$ cat src/rtl/cpu_flags_pkg.sv
// Shared definitions for the conditional-branch unit: condition codes,
// flag bit positions inside {N,Z,C,V}, and the branch FSM state encoding.
package cpu_flags_pkg;

  typedef enum logic [3:0] {
    COND_EQ = 4'd0,
    COND_NE = 4'd1,
    COND_CS = 4'd2,
    COND_CC = 4'd3,
    COND_MI = 4'd4,
    COND_PL = 4'd5,
    COND_VS = 4'd6,
    COND_VC = 4'd7,
    COND_HI = 4'd8,
    COND_LS = 4'd9,
    COND_GE = 4'd10,
    COND_LT = 4'd11,
    COND_GT = 4'd12,
    COND_LE = 4'd13,
    COND_AL = 4'd14,
    COND_NV = 4'd15
  } cond_e;

  localparam int FLAG_N = 3;
  localparam int FLAG_Z = 2;
  localparam int FLAG_C = 1;
  localparam int FLAG_V = 0;

  typedef enum logic [1:0] {
    ST_IDLE  = 2'd0,
    ST_RESP  = 2'd1,
    ST_FLUSH = 2'd2
  } state_e;

endpackage

$ cat src/rtl/cond_eval.sv
// Combinational condition-code evaluator: decides whether a branch with the
// given condition is taken for a {N,Z,C,V} flag vector.
module cond_eval
  import cpu_flags_pkg::*;
(
  input  logic [3:0] cond,
  input  logic [3:0] flags,
  output logic       taken
);

  logic n, z, c, v;

  assign n = flags[FLAG_N];
  assign z = flags[FLAG_Z];
  assign c = flags[FLAG_C];
  assign v = flags[FLAG_V];

  always_comb begin
    taken = 1'b0;
    case (cond_e'(cond))
      COND_EQ: taken = z;
      COND_NE: taken = ~z;
      COND_CS: taken = c;
      COND_CC: taken = ~c;
      COND_MI: taken = n;
      COND_PL: taken = ~n;
      COND_VS: taken = v;
      COND_VC: taken = ~v;
      COND_HI: taken = c & ~z;
      COND_LS: taken = ~c | z;
      COND_GE: taken = (n == v);
      COND_LT: taken = (n != v);
      COND_GT: taken = ~z & (n == v);
      COND_LE: taken = z | (n != v);
      COND_AL: taken = 1'b1;
      COND_NV: taken = 1'b0;
      default: taken = 1'b0;
    endcase
  end

endmodule

$ cat src/rtl/cond_branch_unit.sv
// Conditional-branch resolution unit with architectural flag register and
// post-branch flush pulse. Optional statistics counters: COND_BRANCH_STATS_EN.
//
// state    | meaning
// ST_IDLE  | ready, waiting for a branch request
// ST_RESP  | one-cycle result strobe for the latched request
// ST_FLUSH | flush asserted while the down-counter runs out
module cond_branch_unit
  import cpu_flags_pkg::*;
#(
  parameter int FLUSH_CYCLES = 2
) (
  input  logic        clk,
  input  logic        rst,
  input  logic        flag_we,
  input  logic [3:0]  flags_in,
  input  logic        br_valid,
  output logic        br_ready,
  input  logic [3:0]  br_cond,
  input  logic [15:0] br_pc,
  input  logic [7:0]  br_off,
  output logic        res_valid,
  output logic        res_taken,
  output logic [15:0] res_target,
  output logic        flush,
`ifdef COND_BRANCH_STATS_EN
  output logic [15:0] taken_cnt,
  output logic [15:0] nottaken_cnt,
`endif
  output logic [3:0]  flags_q
);

  localparam logic [2:0] FLUSH_INIT = 3'(FLUSH_CYCLES);

  state_e      state, state_nxt;
  logic [2:0]  flush_cnt;
  logic        flush_load;
  logic [3:0]  lat_cond;
  logic [3:0]  lat_flags;
  logic [15:0] lat_pc;
  logic [7:0]  lat_off;
  logic [3:0]  eval_flags;
  logic        accept;
  logic        taken;
  logic [15:0] target;
  logic        hold_taken;
  logic [15:0] hold_target;

  always_ff @(posedge clk or negedge rst) begin
    if (!rst)         flags_q <= 4'd0;
    else if (flag_we) flags_q <= flags_in;
  end

  // A flag write in the acceptance cycle is visible to that same branch.
  assign eval_flags = flag_we ? flags_in : flags_q;
  assign accept     = (state == ST_IDLE) && br_valid;

  cond_eval u_cond_eval (
    .cond  (lat_cond),
    .flags (lat_flags),
    .taken (taken)
  );

  assign target = taken ? (lat_pc + 16'd1 + {{8{lat_off[7]}}, lat_off})
                        : (lat_pc + 16'd1);

  always_comb begin
    state_nxt  = state;
    br_ready   = 1'b0;
    res_valid  = 1'b0;
    flush      = 1'b0;
    flush_load = 1'b0;
    res_taken  = hold_taken;
    res_target = hold_target;
    case (state)
      ST_IDLE: begin
        br_ready = 1'b1;
        if (br_valid) state_nxt = ST_RESP;
      end
      ST_RESP: begin
        res_valid  = 1'b1;
        res_taken  = taken;
        res_target = target;
        if (taken && (FLUSH_CYCLES > 0)) begin
          state_nxt  = ST_FLUSH;
          flush_load = 1'b1;
        end else begin
          state_nxt = ST_IDLE;
        end
      end
      ST_FLUSH: begin
        flush = 1'b1;
        if (flush_cnt == 3'd1) state_nxt = ST_IDLE;
      end
      default: state_nxt = ST_IDLE;
    endcase
  end

  always_ff @(posedge clk or negedge rst) begin
    if (!rst) begin
      state       <= ST_IDLE;
      flush_cnt   <= 3'd0;
      lat_cond    <= 4'd0;
      lat_flags   <= 4'd0;
      lat_pc      <= 16'd0;
      lat_off     <= 8'd0;
      hold_taken  <= 1'b0;
      hold_target <= 16'd0;
    end else begin
      state <= state_nxt;
      if (flush_load)              flush_cnt <= FLUSH_INIT;
      else if (state == ST_FLUSH)  flush_cnt <= flush_cnt - 3'd1;
      if (accept) begin
        lat_cond  <= br_cond;
        lat_flags <= eval_flags;
        lat_pc    <= br_pc;
        lat_off   <= br_off;
      end
      // Results stay on the outputs until the next request resolves.
      if (state == ST_RESP) begin
        hold_taken  <= taken;
        hold_target <= target;
      end
    end
  end

`ifdef COND_BRANCH_STATS_EN
  always_ff @(posedge clk or negedge rst) begin
    if (!rst) begin
      taken_cnt    <= 16'd0;
      nottaken_cnt <= 16'd0;
    end else if (state == ST_RESP) begin
      if (taken && (taken_cnt != 16'hFFFF))
        taken_cnt <= taken_cnt + 16'd1;
      else if (!taken && (nottaken_cnt != 16'hFFFF))
        nottaken_cnt <= nottaken_cnt + 16'd1;
    end
  end
`endif

endmodule

$ cat config.mk
export PLATFORM = sky130hd
export DESIGN_NAME = cond_branch_unit
export DESIGN_NICKNAME = d
export VERILOG_FILES = /design/src/rtl/cpu_flags_pkg.sv /design/src/rtl/cond_eval.sv /design/src/rtl/cond_branch_unit.sv
export SDC_FILE = /design/constraint.sdc
export NUM_CORES = 1
export LEC_CHECK = 0
export CAP_MARGIN = 20
export CORE_ASPECT_RATIO = 1.25
export CORE_MARGIN = 1.5
export CORE_UTILIZATION = 45
export CTS_BUF_LIST = sky130_fd_sc_hd__clkbuf_8
export DETAILED_ROUTE_END_ITERATION = 7
export GPL_ROUTABILITY_DRIVEN = 0
export GPL_TIMING_DRIVEN = 0
export PLACE_DENSITY = 0.69
export SYNTH_ARGS = -nofsm -noshare
export SYNTH_HDL_FRONTEND = slang
export SYNTH_SLANG_ARGS = --single-unit
$ cat constraint.sdc
create_clock -name clk -period 6.66 [get_ports clk]
set_input_delay 0.666 -clock clk [delete_from_list [all_inputs] [get_ports clk]]
set_output_delay 0.666 -clock clk [all_outputs]
set_load 0.05 [all_outputs]
# After elaboration in Yosys (flattened, before gate mapping)
# Index checks and enable logic that the tools add are counted.
# op_classes
addsub	3
n_eq_ne	22
n_mux	16
n_bitwise	8
reduce_logical	5
# op_table
op	count
== test 4 bit, second input constant	8
2-to-1 mux 16 bit	2
adder 16 x 1 -> 16 bit, second input constant	1
adder 16 bit	1
== test 4 x 3 -> 1 bit, second input constant	4
case mux 1 bit (16 select lines)	1
== test 4 x 2 -> 1 bit, second input constant	2
2-to-1 mux 1 bit	6
2-to-1 mux 2 bit	3
2-to-1 mux 3 bit	2
case mux 2 bit (3 select lines)	1
== test 4 x 1 -> 1 bit, second input constant	1
zero test 4 bit	1
2-to-1 mux 4 bit	1
inequality test 2 bit, second input constant	2
NOT 1 bit	4
== test 3 x 1 -> 1 bit, second input constant	1
subtractor 3 x 1 -> 3 bit, second input constant	1
AND 1 bit	2
== test 2 x 1 -> 1 bit, second input constant	1
== test 2 bit, second input constant	1
zero test 2 bit	1
OR 1 bit	2
AND reduction 2 bit	1
other kinds (4)	4
# totals
reg_bits	58
input_bits	36
output_inout_bits	24
wordCells	63

# Depth between registers and ports, before layout
# Gate-level depths: netlist of run 1.
# logic_depth
ltp_word	6
ltp_mapped	13
mapped_depth_nobuf	13

# Modules after synthesis
# From an unflattened synthesis of run 1, not the netlist that was laid out.
# hier_totals
cells_unflattened	354
hier_area_um2	3508.4
# by_module_without_submodules
mod	n_inst	cells_per_inst	area_per_inst_um2	seq_area_each_um2
cond_branch_unit	1	331	3353.2	1451.4
cond_eval	1	23	155.1	0.0

# Worst setup path after synthesis of run 1
# OpenSTA, ideal clock, no wires.
# synth_path
kind	reg-to-output
start	register lat_pc[0]
end	output port res_target[11]
arrival_time_ns	3.474
t_required_ns	5.994
slack_ns	2.520
stages_incl_launch_ff	14
path_buffers	0
path_cell_list	dfrtp_1 > ha_1 > nand3_1 > nor2_1 > and3_1 > xnor2_1 > inv_1 > ha_1 > a21oi_1 > o21ai_0 > a21oi_1 > xnor2_1 > mux2i_1 > o21ai_0
# synth_via
elab_chain_len	4
# synth_lines
element	line	text
start, declared	cond_branch_unit.sv:40	logic [15:0] lat_pc;
start signal, assigned	cond_branch_unit.sv:116	lat_pc <= br_pc;
adder 16 x 1 -> 16 bit *	cond_branch_unit.sv:64, cond_branch_unit.sv:65	
adder 16 bit	cond_branch_unit.sv:64	assign target = taken ? (lat_pc + 16'd1 + {{8{lat_off[7]}}, lat_off})
2-to-1 mux 16 bit *	cond_branch_unit.sv:64	
2-to-1 mux 16 bit *	cond_branch_unit.sv:75	case (state)
end, declared	cond_branch_unit.sv:24	output logic [15:0] res_target,
# Mark *: on every way between the ends. The rest lies on a longest branch, timed or not.

# Worst setup path after layout of run 1
# layout_path
start	register lat_pc[1]
end	output port res_target[15]
# Same word-level chain as after synthesis.

==> results.toml, run 1 <==
[clock_tree]
cts_root_buffer = "clkbuf_8"
numCtsBuffers = 9
cts_setup_buffers = 0
cts.htree.levels = 3
clock_latency_ps = 340
clk_pin_slew_ps = 70
cts_buffer_depth = 2
cts_tree = "built"
cts_resized = 0
ctsHoldBuffers = 0
numClockSinks = 58

[setup_path]
timing.critical_path.slowest_cell_delay_ps = 850
r2r_start = "lat_pc[1]$_DFFE_PN0P_"
kind_of_start_point_of_the_critical_path = "flop"
end_kind = "output pin"
cp_slowest_cell = "clkdlybuf4s50_1"
timing_worst_setup_path_type = "flop to output pin"
most_used_cell_cp = "ha_1"
path_max_fanout = 7
crit_buf_inv = 2
worstPathArrival_ps = 4390
category_of_cells_accounting_for_the_largest_share_of_critical_path_delay = "simple AND/OR/NAND/NOR gates"
worstPathCellList = "ha_1, nand3_1, nor2_1, and3_1, xnor2_1, inv_1, ha_1, nor4b_1, a21oi_1, o21ai_0, a31oi_1, o31ai_2, clkdlybuf4s50_1"
worstPathRequired_ps = 5990
setup.worst_path.start = "lat_pc[1]$_DFFE_PN0P_"

[drt]
drc = 0
antenna_left = 0
drt-vias-per-instance = 5.50
routedWlPerCell_um = 15.2
via_count = 2865
drt_wl_total_um = 7920
drtIter0Drc = 154
drt_first_pass_iters = 4

[floorplan]
fp.dieW_um = 82.9
initial_core_util = 0.463
rows = 36
design.portCount = 60
die_height_um = 103
coreArea_um2 = 7750
dieArea_um2 = 8520

[timing]
setup_violations = 0
fmax_mhz = 198
grt_setup_unrepaired = "no"
worstMarginPinSlew_ps = 616
fin_worst_skew_ps = 10.0
maxSlewHeadroom = 0.589
period_minus_slack_ps = 5060
report.final.hold_viol_count = 0
final_min_period_over_clock_period = 0.759
fin_setup_tns_ps = 0
maxSlewViolCount = 0

[global_routing]
number_of_global_route_vias_before_repair = 2792
overflow = 0
grt_start_max_net_pins = 36
total_routing_usage_reported_by_global_routing = 0.192
grt_antenna_before_repair = 0
grt_pass1_wl_um = 13000

[finish]
diodes = 0
layout_overhead_on_the_synthesized_area_pct = 26.6
drive_above_1_share = 0.138
final_cell_mix = "dfrtp_1 (58), clkdlybuf4s50_1 (58), nand2_1 (37)"
fin_nets = 480

[yosys]
synth_enable_flop_cells = 0
netlist.area_leader.share = 0.405
main_flop_type_after_synthesis = "dfrtp_1"
synth.lib_cells_used.distinct = 49
syn_inst = 350
ranking_of_synthesized_cells_by_area = "dfrtp_1 (40%), mux2_2 (10%), ha_1 (7.7%)"
syn-cell-area_um2 = 3590
ys_async_rst_share = 1.00
yosys_register_bits = 58
syn-num-nets = 409
syn-mean-instance-area_um2 = 10.2
ys_seq_area_frac = 0.405
yosys.area.top_type = "dfrtp_1"
yosysWarnings = 0

[placement]
dpl.hpwl_um = 6070
placement.io_buffers = 59

[run_status]
status = "finished, final reports clean"

[run]
maxCapViolations = 0

[worst_hold_path]
worst_hold_path_type = "input pin to async pin"
-- sequential cells by signal, summed over array words and instances, names as in the netlist --
register	count
flags_q	4
flush_cnt	3
hold_taken	1
hold_target	16
lat_cond	4
lat_flags	4
lat_off	8
lat_pc	16
state	2
-- synthesized netlist by cell type (5+ instances only) --
library cell / count
a21oi_1: 16
mux2_2: 33
clkbuf_1: 8
inv_1: 10
ha_1: 22
mux2i_1: 13
o211ai_1: 7
nor2b_1: 5
nand4_1: 5
xor2_1: 9
o21ai_1: 8
xnor2_1: 18
nor3_1: 5
nand2b_1: 7
nor2_1: 13
o21ai_0: 16
and3_1: 7
dfrtp_1: 58
nand2_1: 37
a21o_1: 7
nand3_1: 8
-- metal layers --
| layer | wire, um | vias to the layer above | global-route usage |
|---|---|---|---|
| li1 | - | 1411 | - |
| met1 | 3490 | 1369 | 0.235 |
| met2 | 3910 | 75 | 0.328 |
| met3 | 421 | 10 | 0.0624 |
| met4 | 99 | 0 | 0.0577 |
| met5 | 0 | - | 0 |
-- worst register-to-register path: stages, from the launching register on --
cell	delay [ps]
dfrtp_1	390
ha_1	250
nand3_1	100
nor2_1	300
and3_1	220
xnor2_1	170
inv_1	70
ha_1	410
nor4b_1	430
a21oi_1	180
o21ai_0	260
a31oi_1	140
o31ai_2	280
-- per-stage QoR --
stage | instance area, um^2 | hold slack [ps] | std cells | utilization | worst slack (ps)
final | 4540 | 310 | 521 | 0.586 | 1600
after global routing | 4540 | 352 | 521 | 0.586 | 1230
after CTS | 4540 | 325 | 521 | 0.586 | 1610
after detailed placement | 4310 | 464 | 505 | 0.557 | 2010
after global placement | 4300 | 457 | 504 | 0.555 | 2050
after floorplan | 3590 | 370 | 350 | - | 2520
-- final timing paths --
| kind | depth (start not counted) | to | slack, ps |
|---|---|---|---|
| worst max-delay path | 13 | res_target[15] | 1600 |
| max in group asynchronous | 2 | lat_flags[1]$_DFFE_PN0P_ | 5750 |
| worst max register to register | 12 | hold_target[15]$_DFF_PN0_ | 3360 |
| worst min register to register | 2 | hold_taken$_DFF_PN0_ | 480 |
| min in group clk | 2 | hold_taken$_DFF_PN0_ | 480 |
| worst min-delay path | 1 | hold_target[1]$_DFF_PN0_ | 310 |
-- final cells by class --
class / count / area (um^2)
Clock inverter: 5 / 77.6
Fill cell: 672 / 3210
Sequential cell: 58 / 1450
Clock buffer: 11 / 151
Inverter: 10 / 37.5
Multi-Input combinational cell: 271 / 2030
Buffer: 11 / 63.8
Tap cell: 95 / 119
Timing Repair Buffer: 60 / 606
-- cell families after synthesis --
group                      after synthesis  synth area share
AOI/OAI and AO/OA                       77             0.140
xor gates and xnor gates                27            0.0659
adders and majority gates               23            0.0823
buffers and inverters                   21            0.0283
DFF                                     58             0.405
muxes                                   47             0.144
and+or+nand+nor                         97             0.135
Power of run 1 is not shown: default switching activity piles up to over one toggle a cycle in this logic, so the estimate is an artifact.
==> run 2: changes to the inputs <==
PLACE_DENSITY = 0.72   (was 0.69)
clock period = 4.5 ns   (was 6.66 ns; I/O delays follow)
==> run 2 against run 1 <==
Effect of this change:
- sequential share of layout area is 0.19 points higher
- die area is the same
- first-iteration DRC count decreased by 15%
- via count is 0.42% lower
- critical path type unchanged
- highest routed layer unchanged
==> results.toml, run 2 (synthesized netlist as in run 1, its figures left out) <==
[worst_hold_path]
worst_hold_path_type = "input pin to async pin"

[setup_path]
worst-r2r-setup-slack_ps = 1360
timing_worst_setup_path_type = "flop to output pin"
end_kind = "output pin"
timing.critical_path.slowest_cell_delay_ps = 540
kind_of_start_point_of_the_critical_path = "flop"
cp_slowest_cell = "clkdlybuf4s15_1"
path_max_fanout = 7
worst_r2r_endpoint = "hold_target[15]$_DFF_PN0_"
worstPathRequired_ps = 4050
worstPathArrival_ps = 3800
worstPathCellList = "ha_1, nand3_1, nor2_2, and3_1, xnor2_1, inv_1, ha_1, a21oi_2, o21ai_0, a21oi_1, xnor2_1, mux2i_1, o21ai_0, clkdlybuf4s15_1"
r2r_start = "lat_pc[0]$_DFFE_PN0P_"
r2r.worst_path.cells = 13

[floorplan]
initial_core_util = 0.463
dieArea_um2 = 8520
fp.dieW_um = 82.9
die_height_um = 103
rows = 36
design.portCount = 60
coreArea_um2 = 7750

[clock_tree]
clk_pin_slew_ps = 70
cts_tree = "built"
numClockSinks = 58
cts_setup_buffers = 0
ctsHoldBuffers = 0
cts_root_buffer = "clkbuf_8"
cts_buffer_depth = 2
clock_latency_ps = 340
cts_resized = 5
cts.htree.levels = 3
numCtsBuffers = 9

[drt]
antenna_left = 0
drc = 0
drt_wl_total_um = 7810
via_count = 2853
drt_first_pass_iters = 4
drt-vias-per-instance = 5.48
drtIter0Drc = 131
routedWlPerCell_um = 15.0

[timing]
report.final.hold_viol_count = 0
worstMarginPinSlew_ps = 620
fin_worst_skew_ps = 12.2
final_min_period_over_clock_period = 0.944
maxSlewViolCount = 0
setup_violations = 0
fmax_mhz = 235
fin_hold_ws_ps = 69.1
maxSlewHeadroom = 0.587
period_minus_slack_ps = 4250

[finish]
final.fill_count = 682
ff_latch_area_um2 = 1450
final_cell_mix = "dfrtp_1 (58), clkdlybuf4s50_1 (50), nand2_1 (37)"
drive_above_1_share = 0.150
fin_nets = 480
reg_top3 = "hold_target: 16 flops, lat_pc: 16 flops, lat_off: 8 flops"
diodes = 0
final_common_cell = "dfrtp_1"
layout_overhead_on_the_synthesized_area_pct = 25.8
multi_input_comb_area_um2 = 2050
share_of_the_core_filled_with_cells = 0.583

[placement]
dpl.hpwl_um = 6110
placement.io_buffers = 59

[run_status]
status = "finished, final reports clean"

[run]
maxCapViolations = 0

[global_routing]
grt_pass1_wl_um = 13300
number_of_global_route_vias_before_repair = 2860
grt_start_max_net_pins = 38
grt_antenna_before_repair = 0
total_routing_usage_reported_by_global_routing = 0.196
overflow = 0
run 2: cell count changes in the layout (fill, tap and decap cells not counted), sizes merged:
cell	previous run	this run
bufinv	2	0
clkbuf	19	18
clkdlybuf4s15	0	1
clkdlybuf4s18	0	1
clkdlybuf4s50	58	50
clkinvlp	0	3
dlygate4sd2	0	1
dlymetal6s2s	0	5
run 2: routing by layer:
| metal | GRT usage | share of wire | vias to the layer above |
|---|---|---|---|
| li1 | - | - | 1410 |
| met1 | 0.232 | 0.42 | 1348 |
| met5 | 0 | 0 | - |
| met2 | 0.338 | 0.50 | 73 |
| met4 | 0.0897 | 0.028 | 0 |
| met3 | 0.0528 | 0.055 | 22 |
run 2: metrics by stage:
stage	std cells	TNS (ps)	setup slack, ps	area, um^2
after floorplan	350	0	576	3590
after global routing	521	-10.5	-10.5	4510
final	521	0	251	4510
after global placement	504	0	113	4300
after detailed placement	505	0	31.2	4310
after CTS	521	0	39.6	4490
run 2: cell type report:
type,count,area share
multi-input combinational,271,0.453
clock buffer,10,0.0305
clock inverter,6,0.00915
sequential,58,0.322
inverter,10,0.00831
buffer,11,0.0141
timing repair buffer,60,0.137
tap,95,0.0263
run 2: how the worst max path moves through the flow:
stage               slack (ps)                  start  cells after the start              to
floorplan                  580  lat_pc[0]$_DFFE_PN0P_                     13  res_target[11]
global placement           110  lat_pc[1]$_DFFE_PN0P_                     13  res_target[15]
detailed placement          30  lat_pc[0]$_DFFE_PN0P_                     14  res_target[15]
CTS                         40  lat_pc[0]$_DFFE_PN0P_                     14  res_target[11]
global route               -10  lat_pc[0]$_DFFE_PN0P_                     14  res_target[11]
finish                     250  lat_pc[0]$_DFFE_PN0P_                     14  res_target[11]
run 2: worst max-delay path: cells and delay by family (launching register included):
family,cells,cell delay [ps]
buffers and inverters,2,620
XOR/XNOR,2,320
AO/OA/AOI/OAI,4,890
adder cells (fa/ha/maj),2,640
AND/OR/NAND/NOR,3,500
multiplexers,1,90
flip-flops,1,390
Power of run 2 is left out for the same reason.
